$ cat config.mk
export PLATFORM = sky130hd
export DESIGN_NAME = alu_share_arb
export DESIGN_NICKNAME = d
export VERILOG_FILES = /design/src/rtl/alu_share_arb.sv
export SDC_FILE = /design/constraint.sdc
export NUM_CORES = 1
export LEC_CHECK = 0
export CAP_MARGIN = 20
export CORE_MARGIN = 2
export CORE_UTILIZATION = 40
export CTS_CLUSTER_SIZE = 20
export DETAILED_ROUTE_END_ITERATION = 16
export GPL_TIMING_DRIVEN = 0
export PLACE_DENSITY = 0.68
export SYNTH_ARGS = -nofsm -noshare
export SYNTH_HDL_FRONTEND = slang
export SYNTH_SLANG_ARGS = --single-unit
$ cat constraint.sdc
create_clock -name clk -period 6.9 [get_ports clk]
set_clock_uncertainty 0.1 [all_clocks]
set_input_delay 1.38 -clock clk [delete_from_list [all_inputs] [get_ports clk]]
set_output_delay 1.38 -clock clk [all_outputs]
set_load 0.05 [all_outputs]
$ cat src/rtl/alu_share_arb.sv
`default_nettype none
// ============================================================================
// Module   : alu_share_arb
// Purpose  : Shares one combinational 32-bit ALU (add/AND/OR/XOR with carry,
//            overflow and zero flags) between two requesters using
//            round-robin arbitration. The granted requester's operands drive
//            the ALU, and the result is captured in a one-entry response
//            register. That register is returned to the originating
//            requester over per-requester valid/ready.
// Ports    : clk, rst_n           - clock, async active-low reset
//            req_valid_i/ready_o  - per-requester request handshake (bit i)
//            req{0,1}_a_i/_b_i    - operands per requester
//            req_cin_i, req_sign_i- carry-in / signed-overflow mode (bit i)
//            req{0,1}_oper_i      - 00 add, 01 AND, 10 OR, 11 XOR
//            rsp_valid_o/ready_i  - per-requester response handshake (bit i)
//            rsp_out_o, rsp_zero_o, rsp_ofl_o, rsp_cout_o - registered result
// Revision : 1.0 - initial release
// ============================================================================
module alu_share_arb #(
  parameter int WIDTH  = 32,
  parameter int OPER_W = 2
) (
  input  logic              clk,
  input  logic              rst_n,
  input  logic [1:0]        req_valid_i,
  output logic [1:0]        req_ready_o,
  input  logic [WIDTH-1:0]  req0_a_i,
  input  logic [WIDTH-1:0]  req1_a_i,
  input  logic [WIDTH-1:0]  req0_b_i,
  input  logic [WIDTH-1:0]  req1_b_i,
  input  logic [1:0]        req_cin_i,
  input  logic [OPER_W-1:0] req0_oper_i,
  input  logic [OPER_W-1:0] req1_oper_i,
  input  logic [1:0]        req_sign_i,
  output logic [1:0]        rsp_valid_o,
  input  logic [1:0]        rsp_ready_i,
  output logic [WIDTH-1:0]  rsp_out_o,
  output logic              rsp_zero_o,
  output logic              rsp_ofl_o,
  output logic              rsp_cout_o
);

  localparam logic [OPER_W-1:0] C_OP_ADD = OPER_W'(0);
  localparam logic [OPER_W-1:0] C_OP_AND = OPER_W'(1);
  localparam logic [OPER_W-1:0] C_OP_OR  = OPER_W'(2);
  localparam logic [OPER_W-1:0] C_OP_XOR = OPER_W'(3);

  // Registered state
  logic [1:0]       rsp_valid_q, rsp_valid_d;
  logic [WIDTH-1:0] rsp_out_q,   rsp_out_d;
  logic             rsp_zero_q,  rsp_zero_d;
  logic             rsp_ofl_q,   rsp_ofl_d;
  logic             rsp_cout_q,  rsp_cout_d;
  logic             last_grant_q, last_grant_d;

  // Arbitration
  logic w_gnt;        // index of the requester that would be granted
  logic w_any;
  logic w_drain;
  logic w_slot_free;
  logic w_accept;

  assign w_any = |req_valid_i;
  // Contended: the one not served last; otherwise whichever bit is set.
  assign w_gnt = (&req_valid_i) ? ~last_grant_q : req_valid_i[1];
  // Only the owner's rsp_ready matters since rsp_valid_q is one-hot or zero.
  assign w_drain     = |(rsp_valid_q & rsp_ready_i);
  assign w_slot_free = (rsp_valid_q == 2'b00) | w_drain;
  // rst_n gating keeps req_ready low for the whole reset window, when the
  // cleared slot would otherwise look free.
  assign w_accept    = w_any & w_slot_free & rst_n;
  assign req_ready_o = w_accept ? (w_gnt ? 2'b10 : 2'b01) : 2'b00;

  // Operand mux from the granted requester
  logic [WIDTH-1:0]  w_a, w_b;
  logic              w_cin, w_sign;
  logic [OPER_W-1:0] w_oper;

  assign w_a    = w_gnt ? req1_a_i    : req0_a_i;
  assign w_b    = w_gnt ? req1_b_i    : req0_b_i;
  assign w_cin  = w_gnt ? req_cin_i[1]  : req_cin_i[0];
  assign w_sign = w_gnt ? req_sign_i[1] : req_sign_i[0];
  assign w_oper = w_gnt ? req1_oper_i : req0_oper_i;

  // Shared ALU
  logic [WIDTH:0]   w_sum;
  logic [WIDTH-1:0] w_res;
  logic             w_ofl, w_cout;

  assign w_sum = {1'b0, w_a} + {1'b0, w_b} + {{WIDTH{1'b0}}, w_cin};

  always_comb begin
    w_res  = w_sum[WIDTH-1:0];
    w_ofl  = 1'b0;
    w_cout = 1'b0;
    case (w_oper)
      C_OP_AND: w_res = w_a & w_b;
      C_OP_OR:  w_res = w_a | w_b;
      C_OP_XOR: w_res = w_a ^ w_b;
      C_OP_ADD: begin
        w_res  = w_sum[WIDTH-1:0];
        w_cout = w_sum[WIDTH];
        // Signed overflow: operands share a sign that the result lacks.
        w_ofl  = w_sign ? ((w_a[WIDTH-1] == w_b[WIDTH-1]) &&
                           (w_sum[WIDTH-1] != w_a[WIDTH-1]))
                        : w_sum[WIDTH];
      end
      default: w_res = w_sum[WIDTH-1:0];
    endcase
  end

  // Next state
  always_comb begin
    rsp_valid_d  = rsp_valid_q;
    rsp_out_d    = rsp_out_q;
    rsp_zero_d   = rsp_zero_q;
    rsp_ofl_d    = rsp_ofl_q;
    rsp_cout_d   = rsp_cout_q;
    last_grant_d = last_grant_q;
    if (w_accept) begin
      rsp_valid_d  = w_gnt ? 2'b10 : 2'b01;
      rsp_out_d    = w_res;
      rsp_zero_d   = (w_res == '0);
      rsp_ofl_d    = w_ofl;
      rsp_cout_d   = w_cout;
      last_grant_d = w_gnt;
    end else if (w_drain) begin
      rsp_valid_d  = 2'b00;
    end
  end

  // last_grant resets to 1 so the first contended grant goes to requester 0.
  always_ff @(posedge clk or negedge rst_n) begin
    if (!rst_n) begin
      rsp_valid_q  <= 2'b00;
      rsp_out_q    <= '0;
      rsp_zero_q   <= 1'b0;
      rsp_ofl_q    <= 1'b0;
      rsp_cout_q   <= 1'b0;
      last_grant_q <= 1'b1;
    end else begin
      rsp_valid_q  <= rsp_valid_d;
      rsp_out_q    <= rsp_out_d;
      rsp_zero_q   <= rsp_zero_d;
      rsp_ofl_q    <= rsp_ofl_d;
      rsp_cout_q   <= rsp_cout_d;
      last_grant_q <= last_grant_d;
    end
  end

  assign rsp_valid_o = rsp_valid_q;
  assign rsp_out_o   = rsp_out_q;
  assign rsp_zero_o  = rsp_zero_q;
  assign rsp_ofl_o   = rsp_ofl_q;
  assign rsp_cout_o  = rsp_cout_q;

endmodule
`default_nettype wire

; ---- After elaboration in Yosys (flattened, before gate mapping)
; Cells that the tools add are included.
[totals]
output_inout_bits = 39
regBits = 38
[op_classes]
muxes = 14
eq_ne = 5
reduce_logical = 8
n_addsub = 2
bitwise = 8
[op_table]
columns = operator, count
row1 = one-hot mux 32 bit (4 select lines), 1
row2 = two-way mux 32 bit, 2
row3 = adder 32 x 32 -> 33 bit, 1
row4 = adder 33 x 1 -> 33 bit, 1
row5 = AND 32 bit, 1
row6 = zero test 32 bit, 1
row7 = OR 32 bit, 1
row8 = bitwise XOR 32 bit, 1
row9 = two-way mux 2 bit, 5
row10 = two-way mux 1 bit, 6
row11 = "equality test 2 bit, second input constant", 2
row12 = zero test 2 bit, 2
row13 = OR reduction 2 bit, 2
row14 = AND 1 bit, 2
row15 = AND 2 bit, 1
row16 = "equality test 2 x 1 -> 1 bit, second input constant", 1
row17 = AND reduction 2 bit, 1
row18 = nonzero test 2 bit, 1
row19 = equality test 1 bit, 1
row20 = logical AND 1 bit, 1
row21 = inequality test 1 bit, 1
row22 = NOT 1 bit, 1
row23 = OR 1 bit, 1

; ---- Depth between registers and ports, before layout
[depth]
word_depth = 9
mapped_depth = 20
depth_no_buf = 16

; ---- Least setup slack after synthesis
; OpenSTA, ideal clock, no wires.
[synth_timing]
kind = input to register
from = input req_valid_i[1]
to = register rsp_zero_q (netlist: rsp_zero_o)
arrival_time_ps = 5539
setup_time_ps = 68
required_ps = 6732
n_path_buf = 4
slack_ps = 1193
stages = 20
cell_sequence = a21bo_1 -> buf_6 -> buf_1 -> clkbuf_1 -> buf_1 -> nand2_1 -> nand2_1 -> fa_1 -> fa_1 -> a211oi_1 -> o21ai_0 -> nand3_1 -> a21oi_1 -> or3_1 -> a31o_2 -> a2111oi_1 -> nand4_1 -> nor4_1 -> and4_1 -> a32o_1
[synth_via]
elab_chain_cells = 7
[synth_rtl]
columns = item, line_no
row1 = start: declaration, 25  ; input logic [1:0] req_valid_i,
row2 = AND reduction 2 bit, 65  ; assign w_gnt = (&req_valid_i) ? ~last_grant_q : req_valid_i[1];
row3 = two-way mux 1 bit, 65
row4 = two-way mux 32 bit (on tied branches), "79, 80"
row5 = adder 32 x 32 -> 33 bit, 90  ; assign w_sum = {1'b0, w_a} + {1'b0, w_b} + {{WIDTH{1'b0}}, w_cin};
row6 = adder 33 x 1 -> 33 bit, 90
row7 = one-hot mux 32 bit (4 select lines), 96  ; case (w_oper)
row8 = zero test 32 bit, 123  ; rsp_zero_d = (w_res == '0);
row9 = end signal: assignment, 144  ; rsp_zero_q <= rsp_zero_d;
row10 = end: declaration, 51  ; logic rsp_zero_q, rsp_zero_d;
; Parallel ways exist; a longest one is shown, timed or not.
; A chain may end at the register's enable or synchronous reset.

; ---- Final worst setup path
[layout_timing]
from = input req_valid_i[0]
to = register rsp_zero_q (netlist: rsp_zero_o)
; The elaborated chain is that of the path after synthesis.

==> metrics <==
status complete, no violations; detailed placement HPWL 16.5 mm; die width 124 µm; Crit Path Class in2reg; worst skew pair latency between 0.2 and 0.3 ns; area share of the largest cell type after synthesis 17.9%; Worst VDD drop 143 µV; max-slew violation count 0; Syn Inst Count 888; leakage around 3.8 nW; DRC Markers 0; area grow syn2layout 37.5%; vias in the first global route 6418; Final Hold Fails 0; Critical Path Sink Type flop; P per Cell Area roughly 290 nW/µm²; CTS Buf Count 5; total grt overflow 0; ys async rst share 100%; Max Cap Violations 0; largest cells by area after synthesis nand2_1 18%, dfrtp_1 16%, ha_1 14%; Synthesis Warnings 0; layout cells sized above 1 between 3 and 4%; worst hold path type reg2reg; Reg clk slew, reported paths roughly 0.06 ns; commonest non-fill, non-tap cells in the layout 276 x nand2_1, 177 x clkdlybuf4s50_1, 71 x inv_1; RSZ-0062 raised after global routing no; leading area contributor after synthesis nand2_1; global-route wire length before repair ~33 mm; Root Buffer clkbuf_16; htree depth 2; diode count 0; number of synthesized flops with an enable pin 0; Routed WL a little over 20 mm; routed length per instance between 15 and 20 µm; hold path cells 2; Final Core Density 56.9%; GP Congestion between 0.9 and 1; initial antenna violation count 0; die area roughly 15000 µm²; Placed Area about 8000 µm²; CP Data Required Time between 7 and 8 ns; crit path launch type primary input; DR iter-0 viols between 600 and 700; I/O Buffers 178; Max Buffers Root-to-Sink 2; r2r setup slk 1.44 ns; post-route setup slack around 0.30 ns; gr usage total around a quarter; die span in y roughly 120 µm; slew margin rel. between 20% and 30%; CTS tree yes; cell count of the worst reg-to-reg path 18; fin nets approximately 1300; Syn Area/Cell 6.51 µm²; Synth cell types between 70 and 80; row cnt 43; post-place setup slack -0.783 ns; post-route design area just under 8000 µm²; Final setup viols 0; pin count of the biggest net entering global routing 41; First-pass DRT Iterations 6; DR vias/cell between 5 and 6; Post-CTS Setup Repair Bufs 0; most common cell after layout, fill and taps aside nand2_1; Core ar. 14000 µm²; Initial Util roughly two fifths; I/O Pins around 180; Slew @ Worst Pin between 1 and 1.5 ns; critical path peak fanout 19; total number of vias 6821; Routed Antenna Nets 0; clock sinks 38; top_reg_cell synth dfrtp_1; min cycle time layout between 6 and 7 ns; setup_tns 0 ns; #FFs+latches synth 38; mapped cell area approximately 5800 µm²; CP arrival approximately 6.7 ns; final critical-path share of the clock period a little over nine tenths; register area share after synthesis 16.5%; syn_nets 1096; Max Fclk ~150 MHz; overall power roughly 2.3 mW
[worst paths after layout]
| path | endpoint | startpoint |
|---|---|---|
| worst max-delay path | rsp_zero_o | req_valid_i[0] |
| worst min-delay path | rsp_out_o[29] | rsp_out_o[29] |
| worst max register to register | rsp_zero_o | last_grant_q |
| worst min register to register | rsp_out_o[29] | rsp_out_o[29] |
| max in group asynchronous | rsp_out_o[16] | rst_n |
| min in group asynchronous | rsp_out_o[26] | rst_n |
[state kept, by name (all words and copies together), names as in the netlist]
signal	count
rsp_out_o	32
last_grant_q	1
rsp_valid_o	2
rsp_ofl_o	1
rsp_zero_o	1
rsp_cout_o	1
[cells in the mapped netlist, types with 11 or more instances]
master / n
a211oi_1: 13
a21o_1: 17
a21oi_1: 59
clkbuf_1: 37
dfrtp_1: 37
ha_1: 64
inv_1: 71
mux2i_1: 11
nand2_1: 276
nand3_1: 16
nor2_1: 53
o21ai_0: 64
[worst max-delay path, stage by stage]
cell             delay [ns]
clkdlybuf4s50_1        0.56
a21bo_1                0.15
buf_6                  0.18
buf_2                  0.46
buf_2                  0.35
nand2_1                0.08
nand2_1                0.14
ha_1                   0.27
a211oi_2               0.52
nor3_1                 0.10
a221o_1                0.35
a311o_1                0.34
a2111oi_0              0.56
and4_1                 0.27
and4b_1                0.22
nand4_1                0.14
nor4_1                 0.24
and4_1                 0.23
a32o_1                 0.15
[power by group]
part / internal [mW] / leakage [nW] / total (mW) / switching [mW]
sequential: 0.324 / 0.475 / 0.402 / 0.0777
clock: 0.143 / 0.0739 / 0.230 / 0.0864
combinational: 0.588 / 3.26 / 1.66 / 1.07
total: 1.05 / 3.81 / 2.29 / 1.23
[cells by family after synthesis]
| logic type | Yosys count | synth area share [%] |
|---|---|---|
| fa+ha+maj | 66 | 14.5 |
| xor+xnor | 12 | 1.82 |
| compound gates | 229 | 25.8 |
| buf+inv | 121 | 8.13 |
| flops | 38 | 16.5 |
| simple gates | 405 | 29.7 |
| mux | 17 | 3.57 |
[area by class of cell]
type	instances	area, µm²
fillers	1393	6040
multi-input cells	729	4370
repair buffers	178	1780
flip-flops and latches	38	952
inverters	71	267
well taps	180	225
plain buffers	49	210
clock buffers	7	143
clock inverters	1	5.00
[metal layers]
metal | up-vias | GRT usage (%) | wire length (µm) | share of wire [%]
met1 | 3132 | 36.8 | 9550 | 46
met5 | - | 0 | 0 | 0
met4 | 0 | 3.77 | 279 | 1.3
met2 | 264 | 43.4 | 9410 | 46
met3 | 23 | 3.66 | 1440 | 6.9
li1 | 3402 | - | - | -
[timing repair]
item,4_1_cts,5_1_grt
hold endpoints to repair,0,0
hold buffers,0,0
gates resized for setup,5,9
setup endpoints to repair,6,4
[through the flow]
step | hold slack (ns) | std cells
global placement | 0.356 | 1246
detailed placement | 0.368 | 1246
CTS | 0.383 | 1254
global route | 0.410 | 1253
finish | 0.380 | 1253
floorplan | 0.401 | 888
No activity file was read; power rests on OpenSTA's default activity.
